<file path="src/rtl/ob_pkg.sv">
// Order-book control types shared by the limit-match execution stage and its neighbours.
// Carries the decision payload, the trade response and the execution FSM state encoding.
package ob_pkg;

    localparam int QTY_W   = 16;
    localparam int PRICE_W = 16;
    localparam int UID_W   = 16;

    typedef logic [QTY_W-1:0]   quantity_t;
    typedef logic [PRICE_W-1:0] price_t;
    typedef logic [UID_W-1:0]   uid_t;

    // Fields of a matched trade that survive into execution.
    typedef struct packed {
        logic      bid_consumed;
        logic      ask_consumed;
        uid_t      bid_uid;
        uid_t      ask_uid;
        price_t    ask_price;
        quantity_t quantity;
        quantity_t bid_rem_qty;
        quantity_t ask_rem_qty;
    } lm_trade_t;

    typedef struct packed {
        logic      lm_ask_lm_bid;
        lm_trade_t trade;
    } cntrl_mk_t;

    typedef struct packed {
        uid_t      bid_uid;
        uid_t      ask_uid;
        price_t    price;
        quantity_t quantity;
    } trade_rsp_t;

    typedef enum logic [2:0] {
        IDLE,
        QRY,
        WAIT,
        UPDATE,
        EMIT,
        SETTLE
    } lm_exec_state_t;

    // Limit trades always execute at the resting ask price.
    function automatic trade_rsp_t lm_trade_to_rsp(input lm_trade_t t);
        trade_rsp_t r;
        r.bid_uid  = t.bid_uid;
        r.ask_uid  = t.ask_uid;
        r.price    = t.ask_price;
        r.quantity = t.quantity;
        return r;
    endfunction

endpackage

</file>
<file path="src/rtl/ob_cntrl_lm_exec.sv">
// Limit<->limit trade executor: query decision, retire/trim book heads, emit one response.
// Latency: trade_qry -> rsp_vld 3 cycles minimum; table ops held until rdy, rsp held until accept.
// Optional statistics counters behind OB_CNTRL_LM_EXEC_STATS_EN.
module ob_cntrl_lm_exec
    import ob_pkg::*;
#(
    parameter int SETTLE_CYCLES = 2
`ifdef OB_CNTRL_LM_EXEC_STATS_EN
    ,
    parameter int STAT_W = 32
`endif
)
(
    input  logic       clk,
    input  logic       rst,
    input  logic       en,
    output logic       trade_qry,
    input  logic       trade_vld_r,
    input  cntrl_mk_t  trade_r,
    output logic       lm_bid_pop,
    output logic       lm_bid_upt,
    output quantity_t  lm_bid_upt_qty,
    input  logic       lm_bid_rdy,
    output logic       lm_ask_pop,
    output logic       lm_ask_upt,
    output quantity_t  lm_ask_upt_qty,
    input  logic       lm_ask_rdy,
    output logic       rsp_vld,
    output trade_rsp_t rsp,
    input  logic       rsp_accept,
`ifdef OB_CNTRL_LM_EXEC_STATS_EN
    output logic [STAT_W-1:0] stat_trades_r,
    output logic [STAT_W-1:0] stat_shares_r,
`endif
    output logic       busy
);

    // A zero-length settle still spends one cycle in SETTLE.
    localparam int SETTLE_LAST = (SETTLE_CYCLES > 0) ? SETTLE_CYCLES - 1 : 0;
    localparam int CNT_W       = (SETTLE_LAST > 0) ? $clog2(SETTLE_LAST + 1) : 1;

    lm_exec_state_t   state_q, state_d;
    lm_trade_t        trade_q, trade_d;
    logic             bid_done_q, bid_done_d;
    logic             ask_done_q, ask_done_d;
    logic [CNT_W-1:0] settle_cnt_q, settle_cnt_d;

    logic bid_op;
    logic ask_op;

    assign bid_op = (state_q == UPDATE) && !bid_done_q;
    assign ask_op = (state_q == UPDATE) && !ask_done_q;

    assign lm_bid_pop     = bid_op && trade_q.bid_consumed;
    assign lm_bid_upt     = bid_op && !trade_q.bid_consumed;
    assign lm_bid_upt_qty = lm_bid_upt ? trade_q.bid_rem_qty : '0;
    assign lm_ask_pop     = ask_op && trade_q.ask_consumed;
    assign lm_ask_upt     = ask_op && !trade_q.ask_consumed;
    assign lm_ask_upt_qty = lm_ask_upt ? trade_q.ask_rem_qty : '0;

    assign trade_qry = (state_q == QRY);
    assign busy      = (state_q != IDLE);
    assign rsp_vld   = (state_q == EMIT);
    assign rsp       = rsp_vld ? lm_trade_to_rsp(trade_q) : '0;

    always_comb begin
        state_d      = state_q;
        trade_d      = trade_q;
        bid_done_d   = bid_done_q;
        ask_done_d   = ask_done_q;
        settle_cnt_d = settle_cnt_q;
        case (state_q)
            IDLE: begin
                if (en) begin
                    state_d = QRY;
                end
            end
            QRY: begin
                state_d = WAIT;
            end
            WAIT: begin
                // A zero-quantity decision is dropped rather than touching the book.
                if (trade_vld_r && trade_r.lm_ask_lm_bid && (trade_r.trade.quantity != '0)) begin
                    trade_d    = trade_r.trade;
                    bid_done_d = 1'b0;
                    ask_done_d = 1'b0;
                    state_d    = UPDATE;
                end else begin
                    state_d = IDLE;
                end
            end
            UPDATE: begin
                bid_done_d = bid_done_q || lm_bid_rdy;
                ask_done_d = ask_done_q || lm_ask_rdy;
                if (bid_done_d && ask_done_d) begin
                    state_d = EMIT;
                end
            end
            EMIT: begin
                if (rsp_accept) begin
                    settle_cnt_d = '0;
                    state_d      = SETTLE;
                end
            end
            SETTLE: begin
                if (settle_cnt_q == CNT_W'(SETTLE_LAST)) begin
                    state_d = IDLE;
                end else begin
                    settle_cnt_d = settle_cnt_q + 1'b1;
                end
            end
            default: begin
                state_d = IDLE;
            end
        endcase
    end

    always_ff @(posedge clk or negedge rst) begin
        if (!rst) begin
            state_q      <= IDLE;
            trade_q      <= '0;
            bid_done_q   <= 1'b0;
            ask_done_q   <= 1'b0;
            settle_cnt_q <= '0;
        end else begin
            state_q      <= state_d;
            trade_q      <= trade_d;
            bid_done_q   <= bid_done_d;
            ask_done_q   <= ask_done_d;
            settle_cnt_q <= settle_cnt_d;
        end
    end

`ifdef OB_CNTRL_LM_EXEC_STATS_EN
    logic [STAT_W-1:0] stat_trades_q;
    logic [STAT_W-1:0] stat_shares_q;
    logic [STAT_W:0]   shares_sum;
    logic              rsp_hs;

    assign rsp_hs     = rsp_vld && rsp_accept;
    assign shares_sum = {1'b0, stat_shares_q} + (STAT_W + 1)'(trade_q.quantity);

    // Both counters stick at all-ones instead of wrapping.
    always_ff @(posedge clk or negedge rst) begin
        if (!rst) begin
            stat_trades_q <= '0;
            stat_shares_q <= '0;
        end else if (rsp_hs) begin
            if (stat_trades_q != '1) begin
                stat_trades_q <= stat_trades_q + 1'b1;
            end
            stat_shares_q <= shares_sum[STAT_W] ? '1 : shares_sum[STAT_W-1:0];
        end
    end

    assign stat_trades_r = stat_trades_q;
    assign stat_shares_r = stat_shares_q;
`endif

endmodule

</file>
<file path="config.mk">
export PLATFORM = sky130hd
export DESIGN_NAME = ob_cntrl_lm_exec
export DESIGN_NICKNAME = d
export VERILOG_FILES = /design/src/rtl/ob_pkg.sv /design/src/rtl/ob_cntrl_lm_exec.sv
export SDC_FILE = /design/constraint.sdc
export NUM_CORES = 1
export LEC_CHECK = 0
export ABC_AREA = 0
export CAP_MARGIN = 20
export CORE_ASPECT_RATIO = 0.5
export CORE_MARGIN = 10
export CORE_UTILIZATION = 47
export CTS_BUF_LIST = sky130_fd_sc_hd__clkbuf_2
export DETAILED_ROUTE_END_ITERATION = 16
export PLACE_DENSITY_LB_ADDON = 0.25
export SLEW_MARGIN = 15
export SYNTH_ARGS = -nofsm -noshare
export SYNTH_HDL_FRONTEND = slang
export SYNTH_SLANG_ARGS = --single-unit
</file>
<file path="constraint.sdc">
create_clock -name clk -period 4.7 [get_ports clk]
set_input_delay 0.94 -clock clk [delete_from_list [all_inputs] [get_ports clk]]
set_output_delay 0.94 -clock clk [all_outputs]
set_load 0.03 [all_outputs]
</file>
==> results.cfg <==
[outcome]
status = finished clean

[route]
ant_nets = 0
dr_total_vias = 3389
viasPerCell = 4.84
drtIter0Drc = 145
first_pass_iters = 4
wl_per_cell_um = 18.1
drt-total-wl_um = 12700
post-route-drc-count = 0

[layout]
fin_nets = 667
drive_above_1_share_pct = 22.3
area_growth_pct = 48.8
final_util_pct = 73.2
num_antenna_cells = 0
final_cells = 700
fillers = 719

[clock_tree]
clk_latency_ps = 570
cts_resized = 0
clk_pin_slew_worst_paths_ps = 270
postCtsHoldBufs = 0
cts-root-buf = clkbuf_2
cts_made_buffers = 9
postCtsSetupRepairBufs = 0
ctsHtreeMaxLevel = 3
cts_buffer_depth = 2
clock-sinks = 104
cts_tree = done

[global_routing]
grt_max_degree = 84
grt_antenna_before_repair = 0
grt.overflow.total = 0
grt_pass1_wl_um = 20200
grt_pass1_vias = 3661
grt_use_total_pct = 17.1

[critical_path]
path_class = flip-flop to output pin
r2r-start = state_q[0]$_DFFE_PN0P_
end_kind = output pin
reg2regPathDepth = 5
required_ps = 3760
rr_endpoint = trade_q[80]$_DFFE_PN0P_
cpPeakStageDelay_ps = 690
startpoint_type = flip-flop
cp.buffers_inverters = 1
worst-path-max-fanout = 17
cp.depth = 5
critical_path.top_delay_family = simple AND/OR/NAND/NOR gates
path_cells = nand2b_1 -> or2_1 -> nor3_4 -> and2_1 -> clkdlybuf4s50_1
reg2reg_setup_slack_ps = 2530
crit_arrival_ps = 3040
cpMaxStageDelayCell = clkdlybuf4s50_1

[placed_design]
numPortBuffers = 208
place_congestion = 0.781
place_inst = 684
dpl.hpwl_um = 9580

[die]
fp.coreArea_um2 = 9630
die_h_um = 91.0
io_pins = 209
chipWidth_um = 162
dieArea_um2 = 14700
rows = 25
start_util_pct = 49.2

[power]
p_per_area_nw_per_um2 = 466
power_mw = 3.29
ir_drop_v = 0.000240
power_leakage_nw = 3.00

[timing]
finalCritPeriodShare_pct = 84.6
fin_crit_ps = 3980
hold_viol = 0
final.setup.tns_ps = 0
fmax_mhz = 251
setup_violations = 0
fin_worst_skew_ps = 17.2
slew_headroom_pct = 63.3
worstMarginPinSlew_ps = 550
slew_violations = 0
rsz0062_at_grt = false

[synthesis]
syn-cell-area_um2 = 4740
yosysWarnings = 0
ys_seq_elements = 104
yosysUniqueCellTypes = 34
synth_ff_type = dfrtp_1
syn-num-nets = 463
yosysSeqAreaShare_pct = 54.9
synth-edff-count = 0
synth_cells = 357
async_flop_share_pct = 100
syn_avg_cell_area_um2 = 13.3

[run]
cap_viol_max_count = 0

[min_path]
holdCritPathClass = input port to async pin
[synthesized netlist by cell type (2+ instances only)]
library cell	number	area share, %
buf_2	3	0.32
dfrtp_1	104	55
nor3_4	2	0.69
clkbuf_1	6	0.48
inv_1	2	0.16
nor2_1	3	0.24
nor3b_1	2	0.32
and2_1	96	13
buf_4	8	1.3
nor4_1	4	0.53
a21oi_1	4	0.42
mux2_4	9	2.9
mux2_2	89	21
nand2_1	5	0.40
[power by group]
part / switching [mW] / internal (mW) / leakage, nW
logic: 0.573 / 0.738 / 1.68
registers: 0.227 / 1.33 / 1.26
clock network: 0.296 / 0.122 / 0.0642
[placed cells by master (no fill, tap or decap), types with 2 or more instances in the layout]
cell type / Yosys / final
inv_1: 2 / 2
clkdlybuf4s50_1: 0 / 207
and2_1: 96 / 96
mux2_2: 89 / 89
buf_4: 8 / 4
a21oi_1: 4 / 4
buf_12: 0 / 2
clkinvlp_4: 0 / 2
clkinv_4: 0 / 3
nor3_4: 2 / 2
mux2_4: 9 / 9
clkbuf_2: 1 / 9
nor4_1: 4 / 4
nor2_1: 3 / 3
nand2_1: 5 / 5
nor3b_1: 2 / 2
dfrtp_1: 104 / 104
[flip-flops by register name (all words and copies together), names as in the netlist]
| signal | flops |
|---|---|
| trade_q | 98 |
| state_q | 3 |
| ask_done_q | 1 |
| bid_done_q | 1 |
| settle_cnt_q | 1 |
[worst reg2reg max path: stages, from the launching register on]
cell      delay, ps
dfrtp_1         600
nand4b_4        230
nor2_4           50
nand2_4         430
buf_4           400
mux2_2          380
[metrics by stage]
stage	area [um^2]	setup WS (ps)	hold slack (ps)
CTS	7030	635	486
global route	7050	437	247
finish	7050	723	301
global placement	6910	1240	478
detailed placement	6910	1260	485
floorplan	4740	2030	470
[cells by family (layout without fill, tap and decap cells)]
kind of cell	Yosys count	in the layout	synth area share (%)
flip-flops	104	104	54.9
buffers and inverters	22	230	2.88
AO/OA/AOI/OAI	10	10	1.35
multiplexers	99	99	24.2
AND/OR/NAND/NOR	122	122	16.7
[routing by layer]
layer	global-route usage, %	vias to the layer above	routed length [um]
met5	0	-	0
met4	3.84	0	133
met3	6.80	11	948
met2	30.0	111	6580
met1	19.4	1665	5010
li1	-	1602	-
[layout make-up]
| type | count | area, um^2 | share of cell area, % |
|---|---|---|---|
| flip-flops and latches | 104 | 2600 | 36.9 |
| repair buffers | 213 | 2140 | 30.4 |
| multi-input cells | 231 | 2010 | 28.6 |
| well taps | 135 | 169 | 2.40 |
| clock inverters | 6 | 71.3 | 1.01 |
| clock buffers | 9 | 45.0 | 0.639 |
| inverters | 2 | 7.51 | 0.106 |
[how the worst max path moves through the flow]
stage	from	endpoint	slack, ps
floorplan	state_q[2]$_DFFE_PN0P_	lm_ask_upt_qty[10]	2030
global placement	trade_r[34]	trade_q[75]$_DFFE_PN0P_	1240
detailed placement	trade_r[34]	trade_q[67]$_DFFE_PN0P_	1260
CTS	state_q[0]$_DFFE_PN0P_	lm_ask_upt_qty[3]	630
global route	state_q[0]$_DFFE_PN0P_	lm_bid_upt_qty[1]	440
finish	state_q[2]$_DFFE_PN0P_	lm_ask_upt_qty[4]	720
Power figures use the tool's default switching activity.
